### src/rtl/rv32_mem_port_arbiter.sv
// rv32_mem_port_arbiter
// Shares one memory port between the multicycle core (port 0) and the
// DMA/debug loader (port 1). Round-robin on ties, one transaction in flight
// at a time, fixed memory read latency, one-cycle ack pulse per completion.
//
//  state   | meaning
//  --------+-------------------------------------------------------------
//  S_IDLE  | no transaction; arbitrate and latch the winner's payload
//  S_ISSUE | memory outputs driven from the latch, write strobe this cycle
//  S_WAIT  | remaining read-latency cycles (never entered when latency 1)
//  S_RESP  | memory data valid; capture rdata/exc and raise ack next cycle

package rv32_mem_port_arbiter_pkg;
   typedef enum logic [1:0] {
      MEM_BYTE = 2'd0,
      MEM_HALF = 2'd1,
      MEM_WORD = 2'd2
   } mem_access_t;

   // bit 0: misaligned, bit 1: access fault, bit 2: bus error, bit 3: reserved
   typedef logic [3:0] mem_exception_mask_t;
endpackage

module rv32_mem_port_arbiter
   import rv32_mem_port_arbiter_pkg::*;
#(
   parameter int unsigned READ_LATENCY  = 1,
   parameter bit          CORE_PRIORITY = 1'b1
) (
   input  logic                clk_i,
   input  logic                rst_i,
   input  logic [1:0]          req_i,
   input  logic [31:0]         addr0_i,
   input  logic [31:0]         addr1_i,
   input  logic [31:0]         wdata0_i,
   input  logic [31:0]         wdata1_i,
   input  logic                wena0_i,
   input  logic                wena1_i,
   input  mem_access_t         access0_i,
   input  mem_access_t         access1_i,
   output logic [1:0]          ack_o,
   output logic [31:0]         rdata_o,
   output mem_exception_mask_t exc_o,
   output logic                busy_o,
   output logic [31:0]         mem_addr_o,
   output logic [31:0]         mem_wr_data_o,
   output logic                mem_wr_ena_o,
   output mem_access_t         mem_access_o,
   input  logic [31:0]         mem_rd_data_i,
   input  mem_exception_mask_t mem_exception_i
);

   typedef enum logic [1:0] {
      S_IDLE  = 2'd0,
      S_ISSUE = 2'd1,
      S_WAIT  = 2'd2,
      S_RESP  = 2'd3
   } state_t;

   // Out-of-range latencies are clamped to the supported 1..3 window.
   localparam int unsigned LAT = (READ_LATENCY < 1) ? 1 :
                                 (READ_LATENCY > 3) ? 3 : READ_LATENCY;
   localparam logic [1:0] WAIT_INIT = (LAT > 1) ? 2'(LAT - 2) : 2'd0;

   state_t              state_q;
   logic [1:0]          wait_cnt_q;
   logic                owner_q;
   logic                last_grant_q;
   logic [1:0]          ack_q;
   logic [31:0]         rdata_q;
   mem_exception_mask_t exc_q;
   logic                busy_q;
   logic [31:0]         mem_addr_q;
   logic [31:0]         mem_wr_data_q;
   logic                mem_wr_ena_q;
   mem_access_t         mem_access_q;

   logic [1:0]          eligible_d;
   logic                grant_d;
   logic [31:0]         sel_addr_d;
   logic [31:0]         sel_wdata_d;
   logic                sel_wena_d;
   mem_access_t         sel_access_d;

   // Arbitration: the ack cycle is already S_IDLE, and the acked requester
   // still shows its old request during it, so that port is masked out.
   always_comb begin
      eligible_d = req_i & ~ack_q;
      grant_d    = 1'b0;
      unique case (eligible_d)
         2'b01:   grant_d = 1'b0;
         2'b10:   grant_d = 1'b1;
         2'b11:   grant_d = ~last_grant_q;
         default: grant_d = 1'b0;
      endcase
   end

   // Payload of the port that would win this cycle.
   always_comb begin
      sel_addr_d   = grant_d ? addr1_i   : addr0_i;
      sel_wdata_d  = grant_d ? wdata1_i  : wdata0_i;
      sel_wena_d   = grant_d ? wena1_i   : wena0_i;
      sel_access_d = grant_d ? access1_i : access0_i;
   end

   // Transaction FSM with all outputs registered.
   always_ff @(posedge clk_i) begin
      if (rst_i) begin
         state_q       <= S_IDLE;
         wait_cnt_q    <= 2'd0;
         owner_q       <= 1'b0;
         last_grant_q  <= CORE_PRIORITY ? 1'b1 : 1'b0;
         ack_q         <= 2'b00;
         rdata_q       <= 32'd0;
         exc_q         <= '0;
         busy_q        <= 1'b0;
         mem_addr_q    <= 32'd0;
         mem_wr_data_q <= 32'd0;
         mem_wr_ena_q  <= 1'b0;
         mem_access_q  <= MEM_BYTE;
      end else begin
         ack_q        <= 2'b00;
         mem_wr_ena_q <= 1'b0;
         unique case (state_q)
            S_IDLE: begin
               if (|eligible_d) begin
                  // The memory-side registers double as the latched payload.
                  owner_q       <= grant_d;
                  mem_addr_q    <= sel_addr_d;
                  mem_wr_data_q <= sel_wdata_d;
                  mem_access_q  <= sel_access_d;
                  mem_wr_ena_q  <= sel_wena_d;
                  busy_q        <= 1'b1;
                  state_q       <= S_ISSUE;
               end
            end
            S_ISSUE: begin
               if (LAT == 1) begin
                  state_q <= S_RESP;
               end else begin
                  wait_cnt_q <= WAIT_INIT;
                  state_q    <= S_WAIT;
               end
            end
            S_WAIT: begin
               if (wait_cnt_q == 2'd0) begin
                  state_q <= S_RESP;
               end else begin
                  wait_cnt_q <= wait_cnt_q - 2'd1;
               end
            end
            S_RESP: begin
               rdata_q          <= mem_rd_data_i;
               exc_q            <= mem_exception_i;
               ack_q[owner_q]   <= 1'b1;
               last_grant_q     <= owner_q;
               busy_q           <= 1'b0;
               state_q          <= S_IDLE;
            end
            default: state_q <= S_IDLE;
         endcase
      end
   end

   assign ack_o         = ack_q;
   assign rdata_o       = rdata_q;
   assign exc_o         = exc_q;
   assign busy_o        = busy_q;
   assign mem_addr_o    = mem_addr_q;
   assign mem_wr_data_o = mem_wr_data_q;
   assign mem_wr_ena_o  = mem_wr_ena_q;
   assign mem_access_o  = mem_access_q;

endmodule

### config.mk
export PLATFORM = sky130hd
export DESIGN_NAME = rv32_mem_port_arbiter
export DESIGN_NICKNAME = d
export VERILOG_FILES = /design/src/rtl/rv32_mem_port_arbiter.sv
export SDC_FILE = /design/constraint.sdc
export NUM_CORES = 1
export LEC_CHECK = 0
export BUFFER_PORTS_ARGS = -buffer_cell sky130_fd_sc_hd__buf_4
export CAP_MARGIN = 20
export CELL_PAD_IN_SITES_DETAIL_PLACEMENT = 1
export CELL_PAD_IN_SITES_GLOBAL_PLACEMENT = 2
export CORE_MARGIN = 2
export CORE_UTILIZATION = 24
export CTS_CLUSTER_SIZE = 10
export DETAILED_ROUTE_END_ITERATION = 8
export PLACE_DENSITY = 0.85
export RECOVER_POWER = 100
export SLEW_MARGIN = 25
export SYNTH_ARGS = -nofsm -noshare
export SYNTH_HDL_FRONTEND = slang
export SYNTH_SLANG_ARGS = --single-unit
### constraint.sdc
create_clock -name clk_i -period 3.7 [get_ports clk_i]
set_input_delay 0.74 -clock clk_i [delete_from_list [all_inputs] [get_ports clk_i]]
set_output_delay 0.74 -clock clk_i [all_outputs]
set_load 0.01 [all_outputs]
==> reports/qor.csv, run 1 <==
stage,metric,value,unit
status,status,finished clean,
setup_path,reg2reg_slack,990,ps
floorplanning,ioPinCount,280,
timing,worst_slew_pin_slew,1390,ps
grt,grt_usage,0.156,
timing,period_needed,2710,ps
min_path,min_from,last_grant_q,
timing,setup_violations,0,
cts,cts.sinks,112,
power_and_ir_drop,p_leak,2.84,nW
floorplanning,chipWidth,142,microns
logic_synthesis,yosysUniqueCellTypes,25,
job,maxCapViolCount,0,
finish,fin_area,6800,sq um
min_path,hold_path_end,last_grant_q,
logic_synthesis,synth_area_per_cell,8.56,sq um
logic_synthesis,netlist_area,4560,sq um
route,detail_route.vias_per_cell,4.56,
setup_path,critPathKind,reg -> reg,
grt,antenna_found_initial,0,
logic_synthesis,synth_nets,712,
finish,drive_gt1_frac,0.253,
setup_path,r2r-end,mem_addr_o[14],
setup_path,start_kind,register,
route,drt_iter0_drc,110,
setup_path,slowest_delay,1040,ps
grt,grt_pass1_wl,24.8,mm
cts,clk_pin_slew,80,ps
floorplanning,design.die.area,20100,sq um
finish,synthToLayoutAreaGrowth,49.2,%
setup_path,crit_slowest_cell,a21boi_2,
timing,hold_viol,0,
place,io_buffers,279,
route,wirelength,16.1,mm
grt,grt_overflow,0,
timing,slew_headroom,0.0685,
timing,fin_crit_sh,0.732,
finish,layout.nets,964,
finish,layout_commonest_cell,buf_4,
setup_path,path_max_fanout,23,
finish,layout_common_cells,"175 x buf_4, 132 x nand2_1, 112 x dfxtp_1, 108 x nor2_1, 107 x clkbuf_1",
logic_synthesis,synth-warning-count,0,
cts,cts_inserted_buffers,9,
floorplanning,core_area,18700,sq um
grt,grt_pass1_vias,4718,
finish,fin_util,0.364,
route,post_drt_wl_per_cell,15.7,microns
setup_path,crit_buf_inv,2,
logic_synthesis,synthesis.instances,533,
logic_synthesis,synth.yosys.seq_area_share,0.492,
setup_path,end_kind,register,
setup_path,cp_top_family,compound AO/OA/AOI/OAI gates,
timing,rsz0062_at_grt,no,
grt,grt_max_degree,68,
place,dp_worst_setup_slack,1180,ps
power_and_ir_drop,p_per_area,498,nW/um^2
setup_path,crit_chain,inv_1 > ha_1 > a21boi_2 > clkbuf_1 > nor2_1 > a311oi_1,
cts,post_cts_buffers,0,
timing,finalSetupTns,0,ps
timing,skew,9.35,ps
logic_synthesis,ys_seq_elements,112,
power_and_ir_drop,ir_worst_vdd,239,uV
setup_path,required,3960,ps
cts,htreeDepth,3,
timing,worst_slack,991,ps
setup_path,arrival,2960,ps
setup_path,rr_startpoint,state_q[0],
timing,slew_violations,0,
cts,insertion_delay,350,ps
route,drtPass1Iterations,4,
finish,diodes,0,
min_path,hold_depth,2,
cts,clock-root-buffer,clkbuf_16,
setup_path,reg2regPathDepth,6,
min_path,worstHoldPathType,reg -> reg,
place,dp_hpwl,11.7,mm
cts,cts_tree,done,
route,via_count,4667,
route,drc,0,
floorplanning,initial_core_util,0.244,
place,place.gp.congestion,0.743,
cts,cts_resized,0,
floorplanning,die_y,142,microns
floorplanning,row_count,50,
power_and_ir_drop,finalPower,3.39,mW
cts,ctsHoldBuffers,0,
place,place_area,6870,sq um
route,postRouteAntennaNets,0,
cts,clock_path_buffers,2,
timing,max_freq,369,MHz
## cell usage after synthesis (all sizes together)
| cell | n | area (sq um) |
|---|---|---|
| nor2b | 2 | 12.5 |
| nand3b | 1 | 7.51 |
| nand2 | 133 | 499 |
| nor3b | 2 | 15.0 |
| inv | 5 | 18.8 |
| xnor2 | 1 | 8.76 |
| and2 | 1 | 6.26 |
| o21ai | 1 | 5.00 |
| ha | 5 | 62.6 |
| a31oi | 1 | 6.26 |
| dfxtp | 112 | 2240 |
| a21boi | 1 | 7.51 |
| a21oi | 1 | 5.00 |
| and3b | 1 | 8.76 |
| buf | 31 | 181 |
| a311oi | 66 | 578 |
| mux2i | 39 | 390 |
| nor2 | 108 | 405 |
| nand3 | 1 | 5.00 |
| clkbuf | 16 | 60.1 |
| nand2b | 2 | 12.5 |
| a211oi | 3 | 22.5 |
## worst max-delay path by stage
stage / from / to / cells past startpoint / slack, ps
CTS: state_q[0] / mem_addr_o[30] / 6 / 1470
detailed placement: req_i[0] / mem_addr_o[30] / 6 / 1180
global route: state_q[0] / mem_addr_o[5] / 6 / 720
floorplan: req_i[1] / mem_addr_o[0] / 7 / 1990
global placement: req_i[0] / mem_addr_o[30] / 6 / 1290
finish: state_q[0] / mem_addr_o[14] / 6 / 990
## power breakdown
group | internal [mW] | total, mW | switching, mW
sequential | 1.35 | 1.43 | 0.0769
clock | 0.672 | 1.15 | 0.483
combinational | 0.360 | 0.805 | 0.445
total | 2.38 | 3.39 | 1.00
## registers in the layout, indices dropped and copies added, names as in the netlist
register and cells:
ack_o 2, mem_addr_o 32, state_q 2, rdata_o 32, busy_o 1, mem_wr_ena_o 1
mem_access_o 2, exc_o 4, last_grant_q 1, mem_wr_data_o 32, wait_cnt_q 2, owner_q 1
## worst register-to-register path, delay by kind of cell (launching register included)
kind                       cells  cell delay (ps)
adders and majority gates      1              190
DFF                            1              350
and+or+nand+nor                1               90
AOI/OAI and AO/OA              2             1320
buffers and inverters          2              670
## logic make-up (layout without fill, tap and decap cells)
family          after synthesis  after routing  synth area share
compound gates               73             73             0.137
xor+xnor                      1              1           0.00192
fa+ha+maj                     5              5            0.0137
buf+inv                      52            309            0.0571
flops                       112            112             0.492
mux                          39             39            0.0856
simple gates                251            251             0.213
## final cells by class
type | instances | area, sq um
clock buffers | 9 | 225
inverters | 5 | 18.8
clock inverters | 7 | 124
repair buffers | 288 | 1840
well taps | 234 | 293
fillers | 2343 | 11900
flip-flops and latches | 112 | 2240
multi-input cells | 369 | 2070
## metal layers
layer  global-route usage  share of wire  routed length (microns)  vias up
li1                     -              -                        -     2316
met1                0.179           0.42                     6760     2159
met2                0.271           0.48                     7730      179
met3               0.0604          0.088                     1420       13
met4               0.0453          0.013                      209        0
met5                    0              0                        0        -
## per-stage QoR
step,hold slack [ps],std cells
2_1_floorplan,430,533
3_3_place_gp,458,1008
3_5_place_dp,472,1008
4_1_cts,479,1024
5_1_grt,507,1024
6_report,470,1024
No activity file was read; power rests on OpenSTA's default activity.
==> run 2: changes to the inputs <==
--- a/config.mk
+++ b/config.mk
@@ -5,15 +5,16 @@
 export SDC_FILE = /design/constraint.sdc
 export NUM_CORES = 1
 export LEC_CHECK = 0
+export ABC_AREA = 1
 export BUFFER_PORTS_ARGS = -buffer_cell sky130_fd_sc_hd__buf_4
 export CAP_MARGIN = 20
 export CELL_PAD_IN_SITES_DETAIL_PLACEMENT = 1
 export CELL_PAD_IN_SITES_GLOBAL_PLACEMENT = 2
 export CORE_MARGIN = 2
-export CORE_UTILIZATION = 24
+export CORE_UTILIZATION = 20
 export CTS_CLUSTER_SIZE = 10
 export DETAILED_ROUTE_END_ITERATION = 8
-export PLACE_DENSITY = 0.85
+export PLACE_DENSITY = 0.77
 export RECOVER_POWER = 100
 export SLEW_MARGIN = 25
 export SYNTH_ARGS = -nofsm -noshare
==> constraint.sdc (replaced) <==
create_clock -name clk_i -period 2.35 [get_ports clk_i]
set_input_delay 0.47 -clock clk_i [delete_from_list [all_inputs] [get_ports clk_i]]
set_output_delay 0.47 -clock clk_i [all_outputs]
set_load 0.01 [all_outputs]
==> run 2 against run 1 <==
Clock power is 40% higher. Via count is 25% higher. Non-clock buffer count is 5 higher. Clock skew is 1.5 ps higher. Cell count is 35% higher. Sequential power is 59% higher. First-iteration DRC count is 140% higher. Count of clock-buffer cells in the layout stayed put.
==> reports/qor.csv, run 2 <==
stage,metric,value,unit,change
cts,cts_resized,0,,unchanged
finish,diodes,0,,unchanged
min_path,hold_path_end,rdata_o[12],,was last_grant_q
grt,antenna_found_initial,0,,unchanged
logic_synthesis,synth.yosys.seq_area_share,0.428,,was 0.492
place,io_buffers,279,,unchanged
cts,ctsHoldBuffers,0,,unchanged
setup_path,required,2610,ps,was 3960 ps
cts,htreeDepth,3,,unchanged
cts,cts.sinks,112,,unchanged
route,via_count,5827,,was 4667
finish,layout_commonest_cell,buf_4,,unchanged
cts,clk_pin_slew,90,ps,was 80 ps
min_path,worstHoldPathType,in -> reg,,was reg -> reg
setup_path,reg2reg_slack,390,ps,was 990 ps
place,place.gp.congestion,0.736,,was 0.743
route,post_drt_wl_per_cell,14.7,microns,was 15.7 microns
timing,fin_crit_sh,0.834,,was 0.732
logic_synthesis,synthesis.instances,793,,was 533
setup_path,crit_start,state_q[0],,unchanged
route,drt_iter0_drc,263,,was 110
floorplanning,chipWidth,166,microns,was 142 microns
route,postRouteAntennaNets,0,,unchanged
setup_path,reg2regPathDepth,8,,was 6
floorplanning,row_count,59,,was 50
logic_synthesis,yosysUniqueCellTypes,16,,was 25
floorplanning,die_y,166,microns,was 142 microns
power_and_ir_drop,ir_worst_vdd,395,uV,was 239 uV
setup_path,start_kind,register,,unchanged
logic_synthesis,yosys-top-cells-count,"146 x nand2_1, 143 x inv_1, 134 x nand3_1, 112 x dfxtp_1, 84 x nor2_1",,"was 133 x nand2_1, 112 x dfxtp_1, 108 x nor2_1, 66 x a311oi_1, 39 x mux2i_1"
timing,period_needed,1960,ps,was 2710 ps
grt,grt_overflow,0,,unchanged
status,status,finished clean,,unchanged
logic_synthesis,synth_edf_count,0,,unchanged
cts,clock-root-buffer,clkbuf_16,,unchanged
setup_path,arrival,2220,ps,was 2960 ps
setup_path,rr_startpoint,state_q[0],,unchanged
power_and_ir_drop,power_frac_clock,0.297,,was 0.341
finish,fin_util,0.291,,was 0.364
logic_synthesis,synth_xor_area_frac,0,,was 0.00192
logic_synthesis,synth_top_cell_area_share,0.428,,was 0.492
route,detail_route.vias_per_cell,4.21,,was 4.56
timing,hold_viol,0,,unchanged
min_path,min_from,mem_rd_data_i[12],,was last_grant_q
logic_synthesis,synth_nets,972,,was 712
finish,instances_no_fill,1383,,was 1024
grt,grt_pass1_wl,32.7,mm,was 24.8 mm
place,place_inst,1367,,was 1008
cts,insertion_delay,360,ps,was 350 ps
place,dp_worst_setup_slack,477,ps,was 1180 ps
logic_synthesis,synthMuxAreaShare,0,,was 0.0856
cts,post_cts_buffers,0,,unchanged
logic_synthesis,synth.area.top_cells,"dfxtp_1 43%, nand3_1 13%, nand2_1 10%",,"was dfxtp_1 49%, a311oi_1 13%, nand2_1 11%"
power_and_ir_drop,seqPwrFrac,0.420,,was 0.421
power_and_ir_drop,p_per_area,720,nW/um^2,was 498 nW/um^2
finish,layout_common_cells,"181 x buf_4, 147 x nand2_1, 144 x inv_1, 133 x nand3_1, 112 x dfxtp_1",,"was 175 x buf_4, 132 x nand2_1, 112 x dfxtp_1, 108 x nor2_1, 107 x clkbuf_1"
timing,finalSetupTns,0,ps,unchanged
logic_synthesis,netlist_area,5240,sq um,was 4560 sq um
setup_path,path_max_fanout,41,,was 23
timing,worst_slew_pin_slew,819,ps,was 1390 ps
power_and_ir_drop,finalPower,5.42,mW,was 3.39 mW
logic_synthesis,yosysTopAreaCell,dfxtp_1,,unchanged
place,dp_hpwl,14.2,mm,was 11.7 mm
finish,synthToLayoutAreaGrowth,43.9,%,was 49.2%
grt,grt_max_degree,68,,unchanged
finish,fin_area,7540,sq um,was 6800 sq um
logic_synthesis,synthAdderAreaFrac,0.0119,,was 0.0137
power_and_ir_drop,p_comb_frac,0.282,,was 0.238
timing,slew_violations,0,,unchanged
power_and_ir_drop,p_int,3.52,mW,was 2.38 mW
logic_synthesis,synth_top_family_by_area,simple AND/OR/NAND/NOR gates,,unchanged
logic_synthesis,synth-compound-area-share,0.103,,was 0.137
timing,max_freq,510,MHz,was 369 MHz
logic_synthesis,synth_area_per_cell,6.60,sq um,was 8.56 sq um
logic_synthesis,ys_seq_elements,112,,unchanged
route,drc,0,,unchanged
timing,skew,10.8,ps,was 9.35 ps
timing,slew_headroom,0.454,,was 0.0685
floorplanning,ioPinCount,280,,unchanged
logic_synthesis,ys.flop_type,dfxtp_1,,unchanged
grt,grt_usage,0.147,,was 0.156
logic_synthesis,yosysMostFrequentCell,nand2_1,,unchanged
finish,fillers,3298,,was 2343
min_path,hold_depth,3,,was 2
cts,cts_tree,done,,unchanged
route,wirelength,20.4,mm,was 16.1 mm
power_and_ir_drop,p_leak,3.80,nW,was 2.84 nW
floorplanning,initial_core_util,0.202,,was 0.244
cts,cts_inserted_buffers,9,,unchanged
logic_synthesis,synth-warning-count,0,,unchanged
power_and_ir_drop,power.switching,1.91,mW,was 1.00 mW
finish,drive_gt1_frac,0.198,,was 0.253
floorplanning,core_area,25900,sq um,was 18700 sq um
logic_synthesis,synth-simple-area-share,0.296,,was 0.213
power_and_ir_drop,p_sw_frac,0.352,,was 0.297
job,maxCapViolCount,0,,unchanged
place,place_area,7630,sq um,was 6870 sq um
setup_path,critPathKind,reg -> reg,,unchanged
grt,grt_pass1_vias,6099,,was 4718
timing,setup_violations,0,,unchanged
setup_path,end_kind,register,,unchanged
timing,rsz0062_at_grt,no,,unchanged
timing,worst_slack,391,ps,was 991 ps
route,drtPass1Iterations,4,,unchanged
finish,layout.nets,1222,,was 964
setup_path,r2r-end,mem_wr_data_o[17],,was mem_addr_o[14]
cts,clock_path_buffers,2,,unchanged
floorplanning,design.die.area,27500,sq um,was 20100 sq um
timing,hold_slack,320,ps,was 470 ps
logic_synthesis,ys_async_sr_fraction,0,,unchanged
run 2: cell count changes in the layout (fill, tap and decap cells not counted), sizes merged, moves of 3 or more:
cell	before	now
a211oi	3	0
a21oi	1	69
a311oi	66	0
buf	181	186
bufinv	3	0
inv	8	151
mux2i	39	0
nand2	133	148
nand3	1	134
nor2	108	84
o21ai	1	39
run 2: critical path, stage by stage, from the launching register on:
cell	delay, ps
dfxtp_1	330
inv_1	110
ha_1	200
nand2_1	310
inv_1	170
buf_4	430
nand3_1	150
nand2_1	90
inv_1	30
run 2: logic make-up after synthesis:
kind of cell | after synthesis
flip-flops | 112
adder cells (fa/ha/maj) | 5
buffers and inverters | 201
AND/OR/NAND/NOR | 367
AO/OA/AOI/OAI | 108
run 2: area by class of cell:
type | instances | area (sq um) | area share
multi-input combinational | 480 | 2160 | 0.286
clock inverter | 7 | 81.3 | 0.0108
timing repair buffer | 293 | 1860 | 0.247
clock buffer | 9 | 225 | 0.0299
inverter | 147 | 552 | 0.0732
tap | 335 | 419 | 0.0556
sequential | 112 | 2240 | 0.297
run 2: how the worst max path moves through the flow:
stage                              to  slack (ps)
finish              mem_wr_data_o[17]         390
detailed placement    mem_access_o[0]         480
floorplan           mem_wr_data_o[12]        1060
global route         mem_wr_data_o[4]         210
CTS                 mem_wr_data_o[17]         520
global placement      mem_access_o[0]         470
run 2: metal layers:
| metal | part of all wire | global-route usage |
|---|---|---|
| met2 | 0.48 | 0.251 |
| met4 | 0.0084 | 0.0295 |
| met1 | 0.44 | 0.182 |
| met5 | 0 | 0 |
| met3 | 0.068 | 0.0453 |
run 2: power groups by stage:
stage               clock, mW  sequential (mW)  combinational (mW)
floorplan                   0             2.43               0.758
global placement            0             2.33                1.75
detailed placement          0             2.33                1.76
CTS                      1.71             2.29                1.77
global route             1.77             2.31                1.74
finish                   1.61             2.28                1.53
==> run 3: changes to the inputs <==
--- a/config.mk
+++ b/config.mk
@@ -11,10 +11,10 @@
 export CELL_PAD_IN_SITES_DETAIL_PLACEMENT = 1
 export CELL_PAD_IN_SITES_GLOBAL_PLACEMENT = 2
 export CORE_MARGIN = 2
-export CORE_UTILIZATION = 20
+export CORE_UTILIZATION = 22
 export CTS_CLUSTER_SIZE = 10
 export DETAILED_ROUTE_END_ITERATION = 8
-export PLACE_DENSITY = 0.77
+export PLACE_DENSITY = 0.81
 export RECOVER_POWER = 100
 export SLEW_MARGIN = 25
 export SYNTH_ARGS = -nofsm -noshare
==> constraint.sdc (replaced) <==
create_clock -name clk_i -period 2 [get_ports clk_i]
set_input_delay 0.4 -clock clk_i [delete_from_list [all_inputs] [get_ports clk_i]]
set_output_delay 0.4 -clock clk_i [all_outputs]
set_load 0.01 [all_outputs]
==> run 3 against run 2 <==
Critical path depth is 1 lower. Die area is 8.9% lower. Clock power is 17% higher. Core utilization is 3.1 points higher. Design area hardly changed. Global-route usage is 1.1 points higher. Flip-flop and latch count stayed put. Cell count is 1.1% lower. Routed wire length is 2.5% lower. Register-to-register slack worse by 40 ps. Clock skew is 5.4 ps higher. Via count is 0.41% higher. Critical path type unchanged. Largest power group unchanged.
==> reports/qor.csv, run 3 (synthesis results as in run 2) <==
stage,metric,value,unit,change
status,status,finished clean,,unchanged
setup_path,required,2260,ps,was 2610 ps
min_path,hold_path_end,exc_o[3],,was rdata_o[12]
cts,ctsHoldBuffers,0,,unchanged
place,dp_hpwl,14.1,mm,was 14.2 mm
setup_path,start_kind,register,,unchanged
cts,cts_resized,0,,unchanged
timing,max_freq,607,MHz,was 510 MHz
cts,cts_tree,done,,unchanged
route,postRouteAntennaNets,0,,unchanged
cts,insertion_delay,360,ps,about the same
grt,grt_pass1_vias,6002,,was 6099
job,maxCapViolCount,0,,unchanged
timing,slew_headroom,0.566,,was 0.454
setup_path,reg2reg_slack,350,ps,was 390 ps
setup_path,reg2regPathDepth,7,,was 8
min_path,worstHoldPathType,in -> reg,,unchanged
setup_path,crit_chain,inv_1 > ha_1 > nand2_1 > clkbuf_4 > a21oi_1 > nand2_1 > inv_1,,was inv_1 > ha_1 > nand2_1 > inv_1 > buf_4 > nand3_1 > nand2_1 > inv_1
min_path,hold_depth,3,,unchanged
finish,synthToLayoutAreaGrowth,44.0,%,was 43.9%
setup_path,r2r-end,mem_wr_data_o[22],,was mem_wr_data_o[17]
grt,grt_overflow,0,,unchanged
cts,cts.sinks,112,,unchanged
floorplanning,chipWidth,158,microns,was 166 microns
timing,worst_slew_pin_slew,651,ps,was 819 ps
cts,post_cts_buffers,0,,unchanged
timing,skew,16.3,ps,was 10.8 ps
setup_path,crit_slowest_cell,clkbuf_4,,was buf_4
timing,period_needed,1650,ps,was 1960 ps
timing,hold_slack,248,ps,was 320 ps
floorplanning,initial_core_util,0.224,,was 0.202
route,via_count,5851,,was 5827
floorplanning,ioPinCount,280,,unchanged
setup_path,end_kind,register,,unchanged
grt,grt_usage,0.158,,was 0.147
floorplanning,die_y,158,microns,was 166 microns
finish,layout_common_cells,"179 x buf_4, 147 x nand2_1, 143 x inv_1, 133 x nand3_1, 112 x dfxtp_1",,"was 181 x buf_4, 147 x nand2_1, 144 x inv_1, 133 x nand3_1, 112 x dfxtp_1"
place,place_area,7650,sq um,was 7630 sq um
setup_path,crit_buf_inv,3,,was 4
timing,slew_violations,0,,unchanged
grt,grt_max_degree,45,,was 68
power_and_ir_drop,p_per_area,841,nW/um^2,was 720 nW/um^2
route,post_drt_wl_per_cell,14.5,microns,was 14.7 microns
floorplanning,design.die.area,25100,sq um,was 27500 sq um
min_path,min_from,mem_exception_i[3],,was mem_rd_data_i[12]
timing,rsz0062_at_grt,no,,unchanged
power_and_ir_drop,ir_worst_vdd,367,uV,was 395 uV
finish,fillers,3080,,was 3298
floorplanning,row_count,56,,was 59
timing,fin_crit_sh,0.824,,was 0.834
route,drt_iter0_drc,201,,was 263
finish,layout.nets,1223,,was 1222
setup_path,arrival,1910,ps,was 2220 ps
finish,regArea,2240,sq um,unchanged
timing,finalSetupTns,0,ps,unchanged
route,drc,0,,unchanged
place,io_buffers,279,,unchanged
cts,clock_path_buffers,2,,unchanged
cts,cts_inserted_buffers,9,,unchanged
finish,fin_area,7540,sq um,about the same
route,wirelength,19.9,mm,was 20.4 mm
setup_path,slowest_delay,460,ps,was 430 ps
finish,multi_input_area,2160,sq um,unchanged
timing,hold_viol,0,,unchanged
setup_path,critPathKind,reg -> reg,,unchanged
cts,htreeDepth,3,,unchanged
finish,layout_commonest_cell,buf_4,,unchanged
floorplanning,core_area,23400,sq um,was 25900 sq um
grt,grt_pass1_wl,30.9,mm,was 32.7 mm
route,detail_route.vias_per_cell,4.28,,was 4.21
power_and_ir_drop,p_leak,3.80,nW,about the same
setup_path,cp_top_family,buffers and inverters,,unchanged
place,place.gp.congestion,0.736,,about the same
finish,drive_gt1_frac,0.200,,was 0.198
cts,clock-root-buffer,clkbuf_16,,unchanged
cts,clk_pin_slew,90,ps,about the same
finish,diodes,0,,unchanged
timing,setup_violations,0,,unchanged
setup_path,path_max_fanout,36,,was 41
route,drtPass1Iterations,4,,unchanged
setup_path,path_depth,7,,was 8
setup_path,rr_startpoint,state_q[0],,unchanged
grt,antenna_found_initial,0,,unchanged
[run 3: area by class of cell]
class / instances / area share
inverters: 147 / 0.0732
well taps: 319 / 0.0529
multi-input cells: 480 / 0.286
flip-flops and latches: 112 / 0.297
clock inverters: 7 / 0.0113
clock buffers: 9 / 0.0299
repair buffers: 294 / 0.250
[run 3: where the power goes]
group	switching, mW	internal, mW	total, mW
combinational	1.09	0.695	1.78
clock	0.992	0.897	1.89
sequential	0.145	2.53	2.68
total	2.22	4.12	6.35
[run 3: worst register-to-register path: stages (launching register included)]
cell,delay [ps]
dfxtp_1,370
inv_1,90
ha_1,220
nand2_1,120
clkbuf_4,460
a21oi_1,160
nand2_1,90
inv_1,40
[run 3: through the flow]
step / worst slack (ps) / instances / power (mW) / util
after floorplan: 711 / 793 / 3.75 / -
final: 353 / 1368 / 6.35 / 0.322
after CTS: 408 / 1368 / 6.74 / 0.340
after global routing: 156 / 1368 / 6.81 / 0.322
after detailed placement: 403 / 1352 / 4.80 / 0.327
after global placement: 447 / 1352 / 4.77 / 0.327
[run 3: how the worst max path moves through the flow]
stage	from	endpoint	slack (ps)
6_report	state_q[0]	mem_wr_data_o[22]	350
5_1_grt	state_q[0]	mem_wr_data_o[23]	160
4_1_cts	state_q[0]	mem_wr_data_o[21]	410
3_5_place_dp	req_i[1]	mem_wr_data_o[23]	400
3_3_place_gp	req_i[1]	mem_wr_data_o[23]	450
2_1_floorplan	state_q[0]	mem_wr_data_o[12]	710
[run 3: metal layers]
layer / wire (microns) / vias up / track usage
li1: - / 2946 / -
met1: 8500 / 2710 / 0.181
met2: 9310 / 171 / 0.277
met3: 1680 / 24 / 0.0520
met4: 394 / 0 / 0.0485
met5: 0 / - / 0
